==> src/rtl/fir_decim_buf.sv <==
// ---------------------------------------------------------------------------
// fir_decim_buf
//
// Downstream stage of the 5-tap FIR. Sums DECIM accepted 32-bit samples,
// scales the sum by a right shift of SHIFT, saturates it to OUT_W unsigned
// bits and pushes the result into a DEPTH-entry FIFO read through a
// valid/ready interface. Results that find the FIFO full (with no
// simultaneous pop) are dropped and counted.
//
// Ports:
//   clk        : clock, all state updates on the rising edge
//   rst        : synchronous active-high reset, overrides every other input
//   in_valid   : in_data carries a FIR sample this cycle
//   in_data    : 32-bit unsigned FIR output sample
//   out_valid  : FIFO head is available (level > 0)
//   out_ready  : consumer takes the head this cycle
//   out_data   : FIFO head value, registered, stable while not popped
//   level      : FIFO occupancy 0..DEPTH
//   overflow   : sticky flag, at least one result was dropped
//   drop_count : saturating count of dropped results
//   ovf_clr    : clears overflow and drop_count (a same-cycle drop wins)
// ---------------------------------------------------------------------------
module fir_decim_buf #(
   parameter int DECIM = 4,
   parameter int SHIFT = 5,
   parameter int OUT_W = 8,
   parameter int DEPTH = 8,
   parameter int CNT_W = 16
) (
   input  logic                       clk,
   input  logic                       rst,
   input  logic                       in_valid,
   input  logic [31:0]                in_data,
   output logic                       out_valid,
   input  logic                       out_ready,
   output logic [OUT_W-1:0]           out_data,
   output logic [$clog2(DEPTH):0]     level,
   output logic                       overflow,
   output logic [CNT_W-1:0]           drop_count,
   input  logic                       ovf_clr
);

   // Accumulator is wide enough to hold DECIM full-scale samples without wrap.
   localparam int ACC_W = 32 + $clog2(DECIM) + 1;
   localparam int PH_W  = (DECIM > 1) ? $clog2(DECIM) : 1;
   localparam int PTR_W = $clog2(DEPTH);
   localparam int LVL_W = PTR_W + 1;

   localparam logic [ACC_W-1:0] RES_MAX   = ACC_W'({OUT_W{1'b1}});
   localparam logic [PH_W-1:0]  PH_LAST   = PH_W'(DECIM - 1);
   localparam logic [LVL_W-1:0] LVL_FULL  = LVL_W'(DEPTH);
   localparam logic [CNT_W-1:0] CNT_MAX   = {CNT_W{1'b1}};

   // Decimator state
   logic [PH_W-1:0]  phase_q, phase_d;
   logic [ACC_W-1:0] acc_q, acc_d;
   logic [OUT_W-1:0] res_q, res_d;
   logic             res_v_q, res_v_d;

   // FIFO state
   logic [OUT_W-1:0] mem_q [DEPTH];
   logic [OUT_W-1:0] mem_d [DEPTH];
   logic [PTR_W-1:0] wr_ptr_q, wr_ptr_d;
   logic [PTR_W-1:0] rd_ptr_q, rd_ptr_d;
   logic [LVL_W-1:0] level_q, level_d;
   logic             out_valid_q, out_valid_d;
   logic [OUT_W-1:0] out_data_q, out_data_d;

   // Overflow bookkeeping
   logic             overflow_q, overflow_d;
   logic [CNT_W-1:0] drop_count_q, drop_count_d;

   // Combinational helpers
   logic [ACC_W-1:0] sum_s;
   logic [ACC_W-1:0] scaled_s;
   logic             full_s;
   logic             pop_s;
   logic             push_s;
   logic             drop_s;

   // Next-state logic for decimator, FIFO and drop accounting.
   always_comb begin
      phase_d      = phase_q;
      acc_d        = acc_q;
      res_d        = res_q;
      res_v_d      = 1'b0;
      mem_d        = mem_q;
      wr_ptr_d     = wr_ptr_q;
      rd_ptr_d     = rd_ptr_q;
      level_d      = level_q;
      overflow_d   = overflow_q;
      drop_count_d = drop_count_q;

      sum_s    = acc_q + {{(ACC_W-32){1'b0}}, in_data};
      scaled_s = sum_s >> SHIFT;

      // Decimation: gaps in in_valid leave phase and acc untouched.
      if (in_valid) begin
         if (phase_q == PH_LAST) begin
            if (scaled_s > RES_MAX) begin
               res_d = {OUT_W{1'b1}};
            end else begin
               res_d = scaled_s[OUT_W-1:0];
            end
            res_v_d = 1'b1;
            acc_d   = {ACC_W{1'b0}};
            phase_d = {PH_W{1'b0}};
         end else begin
            acc_d   = sum_s;
            phase_d = phase_q + PH_W'(1);
         end
      end else begin
         phase_d = phase_q;
      end

      // A full FIFO still accepts a push when the head leaves the same cycle.
      full_s = (level_q == LVL_FULL);
      pop_s  = out_valid_q & out_ready;
      push_s = res_v_q & (~full_s | pop_s);
      drop_s = res_v_q & full_s & ~pop_s;

      if (push_s) begin
         mem_d[wr_ptr_q] = res_q;
         wr_ptr_d        = wr_ptr_q + PTR_W'(1);
      end else begin
         wr_ptr_d = wr_ptr_q;
      end

      if (pop_s) begin
         rd_ptr_d = rd_ptr_q + PTR_W'(1);
      end else begin
         rd_ptr_d = rd_ptr_q;
      end

      if (push_s && !pop_s) begin
         level_d = level_q + LVL_W'(1);
      end else if (pop_s && !push_s) begin
         level_d = level_q - LVL_W'(1);
      end else begin
         level_d = level_q;
      end

      // Head is read from the post-write image so a push into an empty
      // (or simultaneously drained) FIFO is visible the next cycle.
      out_valid_d = (level_d != {LVL_W{1'b0}});
      out_data_d  = mem_d[rd_ptr_d];

      // A drop in the clearing cycle takes precedence over the clear.
      if (drop_s) begin
         overflow_d = 1'b1;
         if (ovf_clr) begin
            drop_count_d = CNT_W'(1);
         end else if (drop_count_q != CNT_MAX) begin
            drop_count_d = drop_count_q + CNT_W'(1);
         end else begin
            drop_count_d = drop_count_q;
         end
      end else if (ovf_clr) begin
         overflow_d   = 1'b0;
         drop_count_d = {CNT_W{1'b0}};
      end else begin
         overflow_d   = overflow_q;
         drop_count_d = drop_count_q;
      end
   end

   // State registers with synchronous reset.
   always_ff @(posedge clk) begin
      if (rst) begin
         phase_q      <= {PH_W{1'b0}};
         acc_q        <= {ACC_W{1'b0}};
         res_q        <= {OUT_W{1'b0}};
         res_v_q      <= 1'b0;
         mem_q        <= '{default: '0};
         wr_ptr_q     <= {PTR_W{1'b0}};
         rd_ptr_q     <= {PTR_W{1'b0}};
         level_q      <= {LVL_W{1'b0}};
         out_valid_q  <= 1'b0;
         out_data_q   <= {OUT_W{1'b0}};
         overflow_q   <= 1'b0;
         drop_count_q <= {CNT_W{1'b0}};
      end else begin
         phase_q      <= phase_d;
         acc_q        <= acc_d;
         res_q        <= res_d;
         res_v_q      <= res_v_d;
         mem_q        <= mem_d;
         wr_ptr_q     <= wr_ptr_d;
         rd_ptr_q     <= rd_ptr_d;
         level_q      <= level_d;
         out_valid_q  <= out_valid_d;
         out_data_q   <= out_data_d;
         overflow_q   <= overflow_d;
         drop_count_q <= drop_count_d;
      end
   end

   assign out_valid  = out_valid_q;
   assign out_data   = out_data_q;
   assign level      = level_q;
   assign overflow   = overflow_q;
   assign drop_count = drop_count_q;

endmodule

==> config.mk <==
export PLATFORM = sky130hd
export DESIGN_NAME = fir_decim_buf
export DESIGN_NICKNAME = d
export VERILOG_FILES = /design/src/rtl/fir_decim_buf.sv
export SDC_FILE = /design/constraint.sdc
export NUM_CORES = 1
export LEC_CHECK = 0
export ABC_CLOCK_PERIOD_IN_PS = 10500
export CORE_MARGIN = 5
export CORE_UTILIZATION = 50
export DETAILED_ROUTE_END_ITERATION = 16
export PLACE_DENSITY = 0.7
export SLEW_MARGIN = 5
export SYNTH_ARGS = -nofsm -noshare
export SYNTH_HDL_FRONTEND = slang
export SYNTH_SLANG_ARGS = --single-unit
==> constraint.sdc <==
create_clock -name clk -period 10.5 [get_ports clk]
set_input_delay 2.1 -clock clk [delete_from_list [all_inputs] [get_ports clk]]
set_output_delay 2.1 -clock clk [all_outputs]
set_load 0.02 [all_outputs]
==> results of run 1 <==
-- area by class of cell --
type	count	share of cell area
Inverter	10	0.00392
Multi-Input combinational cell	768	0.530
Clock buffer	18	0.0448
Tap cell	220	0.0287
Clock inverter	14	0.0127
Sequential cell	146	0.305
Timing Repair Buffer	74	0.0750
-- power breakdown --
| part | total, mW | switching, mW | internal (mW) |
|---|---|---|---|
| registers | 0.615 | 0.0257 | 0.590 |
| logic | 0.561 | 0.341 | 0.220 |
| clock network | 0.570 | 0.260 | 0.310 |
-- metrics by stage --
step | std cells | hold slack (ns) | instance area (sq um) | power, mW | utilization
floorplan | 991 | 0.454 | 8360 | 1.02 | -
global placement | 1218 | 0.462 | 9030 | 1.18 | 0.548
detailed placement | 1218 | 0.469 | 9030 | 1.18 | 0.548
CTS | 1250 | 0.472 | 9580 | 1.75 | 0.582
global route | 1250 | 0.516 | 9580 | 1.85 | 0.582
finish | 1250 | 0.470 | 9580 | 1.75 | 0.582
-- metal layers --
| metal | vias up | share of wire | routed length, um | track usage |
|---|---|---|---|---|
| met5 | - | 0 | 0 | 0 |
| met4 | 0 | 0.019 | 416 | 0.0685 |
| met3 | 32 | 0.048 | 1040 | 0.0477 |
| met2 | 223 | 0.47 | 9970 | 0.358 |
| met1 | 3442 | 0.47 | 10000 | 0.289 |
| li1 | 3695 | - | - | - |
-- flip-flops by register name, summed over array words and instances, names as in the netlist --
register and cells:
out_valid 1, overflow 1, wr_ptr_q 3, out_data 8
mem_q 64, res_v_q 1, level 4, drop_count 16
phase_q 2, acc_q 35, res_q 8, rd_ptr_q 3
-- worst register-to-register path, cell delays in order, from the launching register on --
cell	delay, ns
sky130_fd_sc_hd__dfxtp_1	0.31
sky130_fd_sc_hd__ha_1	0.21
sky130_fd_sc_hd__fa_1	0.42
sky130_fd_sc_hd__a21o_1	0.20
sky130_fd_sc_hd__a221oi_1	0.53
sky130_fd_sc_hd__o22a_1	0.32
sky130_fd_sc_hd__a22oi_1	0.14
sky130_fd_sc_hd__a41o_1	0.29
sky130_fd_sc_hd__a41o_1	0.25
sky130_fd_sc_hd__xor2_1	0.52
sky130_fd_sc_hd__nor4_1	0.12
sky130_fd_sc_hd__a21oi_1	0.17
-- placed cells by master (no fill, tap or decap), drive strengths merged, types with 10 or more instances in the layout --
| cell | n |
|---|---|
| a21o | 11 |
| a21oi | 56 |
| a22oi | 28 |
| clkbuf | 18 |
| clkdlybuf4s50 | 65 |
| dfxtp | 146 |
| ha | 38 |
| inv | 16 |
| mux2i | 70 |
| nand2 | 54 |
| nand3 | 15 |
| nand4 | 20 |
| nor2 | 159 |
| nor3 | 28 |
| nor4 | 15 |
| o211ai | 15 |
| o21a | 10 |
| o21ai | 46 |
| o21bai | 14 |
| o221ai | 17 |
| o22ai | 17 |
| xnor2 | 20 |
| xor2 | 24 |
-- worst max-delay path by stage --
stage               startpoint                     to  cells past startpoint
finish              in_data[0]  res_q[3]$_SDFFE_PP0P_                     12
global route        in_data[0]  res_q[0]$_SDFFE_PP0P_                     12
CTS                 in_data[0]  res_q[6]$_SDFFE_PP0P_                     12
detailed placement  in_data[0]  res_q[6]$_SDFFE_PP0P_                     12
global placement    in_data[0]  res_q[4]$_SDFFE_PP0P_                     12
floorplan           in_data[0]  res_q[0]$_SDFFE_PP0P_                     11
-- cell families after synthesis --
group	after synthesis	share of synthesized area
simple gates	348	0.196
compound gates	267	0.220
flops	146	0.350
buf+inv	77	0.0455
mux	70	0.0838
xor+xnor	44	0.0461
fa+ha+maj	39	0.0593
==> impl_results.md, run 1 <==
- Final Skew: roughly 0.010 ns
- Netlist area before placement: 8360 sq um
- Inserted Clock Buffers: 17
- Buffers inserted during post-CTS setup optimization: 0
- Clock-pin slew of the registers on the worst-case setup and hold paths: 0.07 ns
- Wire length of the first global-routing pass: between 30,000 and 40,000 um
- Final min period: 5.35 ns
- Clock Latency Late Sink: 0.43 ns
- Reg-to-reg setup timing slack: 6.94 ns
- Post-layout worst setup margin: around 5.2 ns
- H-tree depth reported by CTS: 4
- Core footprint: approximately 16,000 sq um
- Count of yosys warnings during synthesis: 0
- Synth cell count leaders: sky130_fd_sc_hd__nor2_1 (159), sky130_fd_sc_hd__dfxtp_1 (146), sky130_fd_sc_hd__mux2i_1 (70), sky130_fd_sc_hd__nand2_1 (54), sky130_fd_sc_hd__a21oi_1 (53)
- Hold path startpoint: overflow$_SDFFE_PP0P_
- Number of cells on the worst reg-to-reg path: 11
- Number of register bits inferred by synthesis: 146
- Largest net degree at the start of global routing: 108
- Area overhead of the layout relative to synthesis: 14.6%
- Vertical extent of the die: 139 um
- Cts hold-fix bufs: 0
- Row count: 47
- Area taken by multi-input logic gates: roughly 5100 sq um
- Ports placed on the boundary: 67
- Sum of overflow across all layers after global routing: 0
- Via count: 7,392
- Stage delay of the slowest cell on the critical path: 0.53 ns
- Clock Sink Count: about 150
- Mean area per synthesized cell: 8.44 sq um
- Max stage delay cell, worst path: sky130_fd_sc_hd__a221oi_1
- Pre-Repair DR Iteration Count: 8
- Die ar.: between 15,000 and 20,000 sq um
- Vias in the first global route: 7,109
- Wire length after detailed routing: ~21,000 um
- Cell type group with the largest total delay on the critical path: compound AO/OA/AOI/OAI gates
- PortBufs: 66
- Class of the tightest hold or removal check: reg2reg
- Setup total negative slack: 0 ns
- Area share of the leading cell type in the synthesized netlist: 0.350
- Initial Util: 0.508
- Worst slew pin tran: approximately 1.1 ns
- Cell Chain, Critical Path: clkdlybuf4s50_1, ha_1, fa_1, a21o_1, a221oi_1, o22a_1, a22oi_1, a41o_1, a41o_1, xor2_1, nor4_1, a21oi_1
- Crit path DAT: approximately 5.7 ns
- Die extent in x: 139 um
- Static leakage power: 3.86 nW
- Hold Violations, Final: 0
- Final slew viol count: 0
- Endpoint of the worst hold path: overflow$_SDFFE_PP0P_
- Run status: finished, final reports clean
- Number of flops mapped to enable cells by yosys: 0
- ANT nets after route: 0
- Setup-failing EPs final: 0
- Gate count after technology mapping: 991
- Bufs and invs on worst path: 1
- Unique masters post-synth: 74
- Max-slew headroom: 0.251
- Startpoint type of the worst setup path: input pin
- Primary FF master, synth: sky130_fd_sc_hd__dfxtp_1
- CTS tree: built
- Post-CTS Resized: 0
- CP endpoint kind: flip-flop
- Async set-reset flop share out of synthesis: 0
- Most frequent cell on the critical path: sky130_fd_sc_hd__a41o_1
- Overall track demand over capacity in global routing: 0.219
- FF-to-FF End: res_q[3]$_SDFFE_PP0P_
- Wire length per cell: between 15 and 20 um
- Max FO, Critical Path: 9
- Max cap viols: 0
- CP required: 10.85 ns
- Global placer's final weighted congestion: roughly 0.97
- Most area-hungry cell type in the Yosys netlist: sky130_fd_sc_hd__dfxtp_1
- Hold Path Cell Cnt: 2
- Share of the clock period used by the worst path after layout: 0.509
- Type of the setup path with the least slack: in2reg
- Routed via count divided by cell count: 5.91
- Initial detailed-routing violation count: between 600 and 700
- Area used by sequential logic in the layout: 2920 sq um
- Detail Placement HPWL: 14,900 um
- Post-placement worst setup slack: 4.78 ns
- Layout cells sized above 1: 0.0583
- Power Dens Cells: 182 nW/um^2
- Root Buffer: sky130_fd_sc_hd__clkbuf_16
- Number of nets in the layout: 1,093
- Dominant cells by area after synthesis: sky130_fd_sc_hd__dfxtp_1 (35%), sky130_fd_sc_hd__mux2i_1 (8.4%), sky130_fd_sc_hd__nor2_1 (7.1%)
- Reg2reg start: acc_q[0]$_SDFFE_PP0P_
- Unrepaired setup endpoints after global routing: false
- Worst voltage drop across the vdd grid: approximately 130 uV
- Dominant cell by count in the synthesized netlist: sky130_fd_sc_hd__nor2_1
- Timing-limited maximum frequency: 187 MHz
- Count of antenna diodes in the layout: 0
- Initial antenna violation count: 0
- Register area share after synthesis: 0.350
- Number of filler cells placed in the layout: between 1,500 and 2,000
- Post-Synthesis Net Count: roughly 1,100
- Final routed DRC violation total: 0
- Clock tree buffer depth: 2
Power figures use the tool's default switching activity.
==> run 2, diff against run 1 <==
- ABC_CLOCK_PERIOD_IN_PS: 10500 -> 5130
- clock period: 10.5 -> 5.13 ns (I/O delays scaled with it)
==> run 2 against run 1 <==
Global-route usage grew 0.057 points. Critical path depth grew 1. Final area grew 0.95%. Critical endpoint is now res_q[0]$_SDFFE_PP0P_. Sequential share of layout area shrank 0.29 points. Die area is the same. Routed wire length shrank 1.3%. Clock-buffer cell count is the same. Sequential cell count is the same. Clock skew is essentially flat. Core utilization grew 0.55 points. Largest power group unchanged. Largest cell class unchanged. Non-clock buffer count grew 9.
==> impl_results.md, run 2 (synthesis results as in run 1) <==
- Global placer's final weighted congestion: 0.927 (was 0.968)
- Clock Latency Late Sink: 0.42 ns (was 0.43 ns)
- Run status: finished, final reports clean (unchanged)
- PortBufs: 66 (unchanged)
- Count of non-filler cells in the finished layout: 1,259 (was 1,250)
- Inserted Clock Buffers: 17 (unchanged)
- Final routed DRC violation total: 0 (unchanged)
- Class of the tightest hold or removal check: reg2reg (unchanged)
- Routed via count divided by cell count: 5.90 (was 5.91)
- Vertical extent of the die: 139 um (unchanged)
- Power Dens Cells: 376 nW/um^2 (was 182 nW/um^2)
- Largest net degree at the start of global routing: 96 (was 108)
- Hold slack: 0.471 ns (was 0.470 ns)
- Area taken by multi-input logic gates: 5070 sq um (unchanged)
- Cts hold-fix bufs: 0 (unchanged)
- Post-CTS Resized: 0 (unchanged)
- ANT nets after route: 0 (unchanged)
- Clock-pin slew of the registers on the worst-case setup and hold paths: 0.06 ns (was 0.07 ns)
- Setup-failing EPs final: 0 (unchanged)
- Clock tree buffer depth: 2 (unchanged)
- CP required: 5.48 ns (was 10.85 ns)
- Area used by sequential logic in the layout: 2920 sq um (unchanged)
- Worst slew pin tran: 0.963 ns (was 1.12 ns)
- CTS tree: built (unchanged)
- Max cap viols: 0 (unchanged)
- Count of antenna diodes in the layout: 0 (unchanged)
- Worst voltage drop across the vdd grid: 257 uV (was 126 uV)
- Crit path DAT: 4.54 ns (was 5.70 ns)
- Hold Violations, Final: 0 (unchanged)
- Vias in the first global route: 7,187 (was 7,109)
- Detail Placement HPWL: 15,100 um (was 14,900 um)
- Number of nets in the layout: 1,102 (was 1,093)
- Cell count after placement: 1,227 (was 1,218)
- Type of the setup path with the least slack: in2reg (unchanged)
- Number of filler cells placed in the layout: 1,486 (was 1,517)
- Max-slew headroom: 0.358 (was 0.251)
- Hold Path Cell Cnt: 2 (unchanged)
- Ports placed on the boundary: 67 (unchanged)
- Via count: 7,433 (was 7,392)
- Wire length after detailed routing: 21,200 um (was 21,400 um)
- Unrepaired setup endpoints after global routing: false (unchanged)
- Max FO, Critical Path: 9 (unchanged)
- Static leakage power: 3.92 nW (was 3.86 nW)
- Most common cell after layout, fill and taps aside: sky130_fd_sc_hd__nor2_1 (unchanged)
- Wire length of the first global-routing pass: 35,800 um (was 35,700 um)
- Sum of overflow across all layers after global routing: 0 (unchanged)
- Final standard cell utilization of the core: 0.587 (was 0.582)
- Share of the clock period used by the worst path after layout: 0.817
- Buffers inserted during post-CTS setup optimization: 0 (unchanged)
- Final Skew: 0.0109 ns (was 0.0105 ns)
- Overall track demand over capacity in global routing: 0.219 (about the same)
- Number of cells on the worst reg-to-reg path: 12 (was 11)
- Final min period: 4.19 ns
- Die extent in x: 139 um (unchanged)
- Area overhead of the layout relative to synthesis: 15.7% (was 14.6%)
- Initial Util: 0.508 (unchanged)
- Die ar.: 19,400 sq um (unchanged)
- Clock Sink Count: 146 (unchanged)
- Root Buffer: sky130_fd_sc_hd__clkbuf_16 (unchanged)
- Flip-flop count of the largest register, all copies and words added: 64 (unchanged)
- Setup total negative slack: 0 ns (unchanged)
- Initial antenna violation count: 0 (unchanged)
- Initial detailed-routing violation count: 439 (was 640)
- Reg with most FFs: mem_q (unchanged)
- Row count: 47 (unchanged)
- Final slew viol count: 0 (unchanged)
- H-tree depth reported by CTS: 4 (unchanged)
- Core footprint: 16,500 sq um (unchanged)
- Layout cells sized above 1: 0.0664 (was 0.0583)
- Timing-limited maximum frequency: 238 MHz
- Most frequent cells in the layout: sky130_fd_sc_hd__nor2_1 (158), sky130_fd_sc_hd__dfxtp_1 (146), sky130_fd_sc_hd__mux2i_1 (69) (unchanged)
- Pre-Repair DR Iteration Count: 5 (was 8)
- Startpoint type of the worst setup path: input pin (unchanged)
- CP endpoint kind: flip-flop (unchanged)
- Wire length per cell: 16.8 um (was 17.1 um)
==> run 2: cell type report <==
type / count / area share
multi-input combinational: 768 / 0.525
sequential: 146 / 0.302
timing repair buffer: 83 / 0.0813
clock buffer: 18 / 0.0444
tap: 220 / 0.0285
clock inverter: 14 / 0.0150
inverter: 10 / 0.00388
==> run 2: per-layer routing <==
layer / share of wire / global-route usage / up-vias
met1: 0.45 / 0.286 / 3439
met5: 0 / 0 / -
met4: 0.022 / 0.0700 / 0
li1: - / - / 3728
met2: 0.47 / 0.365 / 229
met3: 0.055 / 0.0453 / 37
==> run 2: stage by stage <==
stage	area, sq um	total power, mW	setup slack, ns
after floorplan	8360	2.09	1.35
after global placement	9100	2.42	0.596
after detailed placement	9100	2.42	0.576
after CTS	9670	3.65	0.988
after global routing	9670	3.84	0.769
final	9670	3.63	0.937
==> run 2: path summary, 6_finish.rpt <==
| path | start | endpoint | slack [ns] |
|---|---|---|---|
| setup reg to reg | acc_q[0]$_SDFFE_PP0P_ | res_q[0]$_SDFFE_PP0P_ | 1.66 |
| hold reg to reg | overflow$_SDFFE_PP0P_ | overflow$_SDFFE_PP0P_ | 0.47 |
| setup / recovery | in_data[0] | res_q[0]$_SDFFE_PP0P_ | 0.94 |
| hold / removal | overflow$_SDFFE_PP0P_ | overflow$_SDFFE_PP0P_ | 0.47 |
==> run 2: power breakdown <==
| part | switching, mW | total (mW) | internal [mW] |
|---|---|---|---|
| Clock | 0.540 | 1.23 | 0.687 |
| Sequential | 0.0525 | 1.26 | 1.21 |
| Combinational | 0.693 | 1.15 | 0.455 |
| Total | 1.29 | 3.63 | 2.35 |
==> run 2: critical path: stages <==
cell and delay [ns]:
sky130_fd_sc_hd__clkdlybuf4s50_1 0.40, sky130_fd_sc_hd__ha_1 0.24, sky130_fd_sc_hd__fa_1 0.43, sky130_fd_sc_hd__a21o_1 0.19, sky130_fd_sc_hd__a221oi_1 0.25, sky130_fd_sc_hd__buf_4 0.19, sky130_fd_sc_hd__o22a_1 0.25, sky130_fd_sc_hd__a22oi_1 0.15
sky130_fd_sc_hd__a41o_1 0.30, sky130_fd_sc_hd__a41o_1 0.26, sky130_fd_sc_hd__xor2_1 0.56, sky130_fd_sc_hd__nor4_1 0.12, sky130_fd_sc_hd__a21oi_1 0.17
==> patch: new RTL, settings of run 2 <==
Put one more register stage on the output `overflow`, without a reset. The value now appears one clock later. The other outputs are not delayed to match. Comments in the files are not updated.
--- a/src/rtl/fir_decim_buf.sv
+++ b/src/rtl/fir_decim_buf.sv
@@ -199,5 +199,7 @@
    assign out_data   = out_data_q;
    assign level      = level_q;
-   assign overflow   = overflow_q;
+   always_ff @(posedge clk) begin
+      overflow <= overflow_q;
+   end
    assign drop_count = drop_count_q;
 
Behaviour: same outputs for any inputs over 4 cycles, from zero or initial values and one cycle with rst high; that may be too few to reach the edited logic, so the function may still have changed.
==> patch against run 2 <==
Setup slack got worse by 0.0013 ns. Critical path depth did not move. Sequential cell count up 1. Wire length grew 0.20%. Design area up 0.18%. Count of clock-buffer cells in the layout grew 4. Clock skew rose by 0.0027 ns. Area after synthesis increased by 0.24%. Via count increased by 1.1%. Power up 0.22%. Non-clock buffer count decreased by 1. Largest power group unchanged.
==> patch: results (changes against run 2) <==
- Share of layout cells above drive strength 1: 6.45% (-0.19 points)
- Number of antenna cells inserted: 0 (unchanged)
- Routability congestion estimate from global placement: 0.959 (+3.4%)
- Final routed wire length divided by cell count: 16.9 µm (+0.28%)
- Critical path capture point: res_q[6]
- Count of mapped cells out of synthesis: 992 (+0.10%)
- Sequential fraction of design power: 34.8% (about the same)
- Uppermost layer routed: met4
- Met1 track demand over resource: 29.3% (+0.68 points)
- Fill cell total of the finished layout: 1522 (+2.4%)
- 1st-iter DRT viols: 467 (+6.4%)
- Maximum number of pins on one net before global-route repair: 95 (-1.0%)
- Post-Synthesis Net Count: 1068 (+0.094%)
- Max Root-Sink Buffers: 2 (unchanged)
- Maximum ir drop on the vdd rail: 0.254 mV (-1.3%)
- Number of buffers added by the clock tree synthesis step: 17 (unchanged)
- Internal power summed over all cells: 2390 µW (+1.9%)
- Clock insertion delay at the later pin of the skew report: 0.42 ns (about the same)
- Ranking of synthesized cells by area: sky130_fd_sc_hd__dfxtp_1, sky130_fd_sc_hd__mux2i_1, sky130_fd_sc_hd__nor2_1
- Status: complete, no violations
- Reg with most FFs: mem_q
- Total global routing track utilization: 21.8% (-0.070 points)
- Clock tree skew after final layout: 0.0137 ns (+0.00274 ns)
- DR WL met2: 9940 µm (-0.61%)
- Clk root buf: sky130_fd_sc_hd__clkbuf_16
- Met3 usage in global routing: 4.22% (-0.31 points)
- Count of unique library cells instantiated by Yosys: 74 (unchanged)
- Vias after detailed routing: 7513 (+1.1%)
- Worst slack after detailed placement: 0.516 ns (-0.0591 ns)
- Detailed-routing wirelength on met1: 9970 µm (+4.5%)
- Number of instances in the placed design: 1227 (unchanged)
- Reg2reg setup slack: 1.67 ns
- Primary flip-flop cell chosen by synthesis mapping: sky130_fd_sc_hd__dfxtp_1
- Fraction of power consumed by combinational cells: 31.6% (about the same)
- Critical Path Start: in_data[0]
- Hold path depth: 0 (-2)
- Worst hold path startpoint: overflow_q
- Sequential share of the synthesized area: 35.1% (+0.16 points)
- Half-perimeter wire length after detailed placement: 15000 µm (-0.75%)
- Slew at the pin with the worst max-slew slack: 1.00 ns (+0.0420 ns)
- Detail Route met3 WL: 942 µm (-19%)
- Post-route setup slack: 0.936 ns (-0.00126 ns)
- Global-route track usage on met2: 35.9% (-0.56 points)
- I/O Buffers: 66 (unchanged)
- Number of standard cells in the final layout excluding fillers: 1258 (-0.079%)
- Destination of the worst hold path: overflow
- Final hold slack: 0.355 ns (-0.116 ns)
- Wire length of the first global-routing pass: 35800 µm (-0.19%)
- Antenna violations before repair: 0 (unchanged)
- Most numerous cell types in the synthesized netlist: sky130_fd_sc_hd__nor2_1, sky130_fd_sc_hd__dfxtp_1, sky130_fd_sc_hd__mux2i_1
- CTS clk-pin slew, worst paths: 0.06 ns (about the same)
- Leakage power: 0.00391 µW (-0.19%)
-- patch: area by class of cell --
cell class / count / area (µm²) / area share, %
Multi-Input combinational cell: 768 / 5070 / 52.4
Timing Repair Buffer: 82 / 778 / 8.03
Clock buffer: 22 / 484 / 5.00
Sequential cell: 147 / 2940 / 30.4
Tap cell: 220 / 275 / 2.84
Inverter: 10 / 37.5 / 0.387
Clock inverter: 9 / 95.1 / 0.982
-- patch: cell families (layout without fill, tap and decap cells) --
group	Yosys count	in the layout	synth area share (%)
AO/OA/AOI/OAI	267	267	21.9
XOR/XNOR	44	44	4.60
adder cells (fa/ha/maj)	39	39	5.91
buffers and inverters	77	123	4.54
flip-flops	147	147	35.1
multiplexers	70	70	8.36
AND/OR/NAND/NOR	348	348	19.5
-- patch: per-stage QoR --
| step | area [µm²] | total power, µW |
|---|---|---|
| after detailed placement | 9110 | 2420 |
| after CTS | 9690 | 3650 |
| after global placement | 9110 | 2420 |
| after global routing | 9690 | 3840 |
| final | 9690 | 3640 |
| after floorplan | 8380 | 2100 |
-- patch: worst max-delay path, stage by stage --
cell                              delay, ns
sky130_fd_sc_hd__clkdlybuf4s50_1       0.41
sky130_fd_sc_hd__ha_1                  0.23
sky130_fd_sc_hd__fa_1                  0.42
sky130_fd_sc_hd__a21o_1                0.19
sky130_fd_sc_hd__a221oi_1              0.27
sky130_fd_sc_hd__buf_4                 0.19
sky130_fd_sc_hd__o22a_1                0.23
sky130_fd_sc_hd__a22oi_1               0.15
sky130_fd_sc_hd__a41o_1                0.30
sky130_fd_sc_hd__a41o_1                0.27
sky130_fd_sc_hd__xor2_1                0.55
sky130_fd_sc_hd__nor4_1                0.11
sky130_fd_sc_hd__a21oi_1               0.18
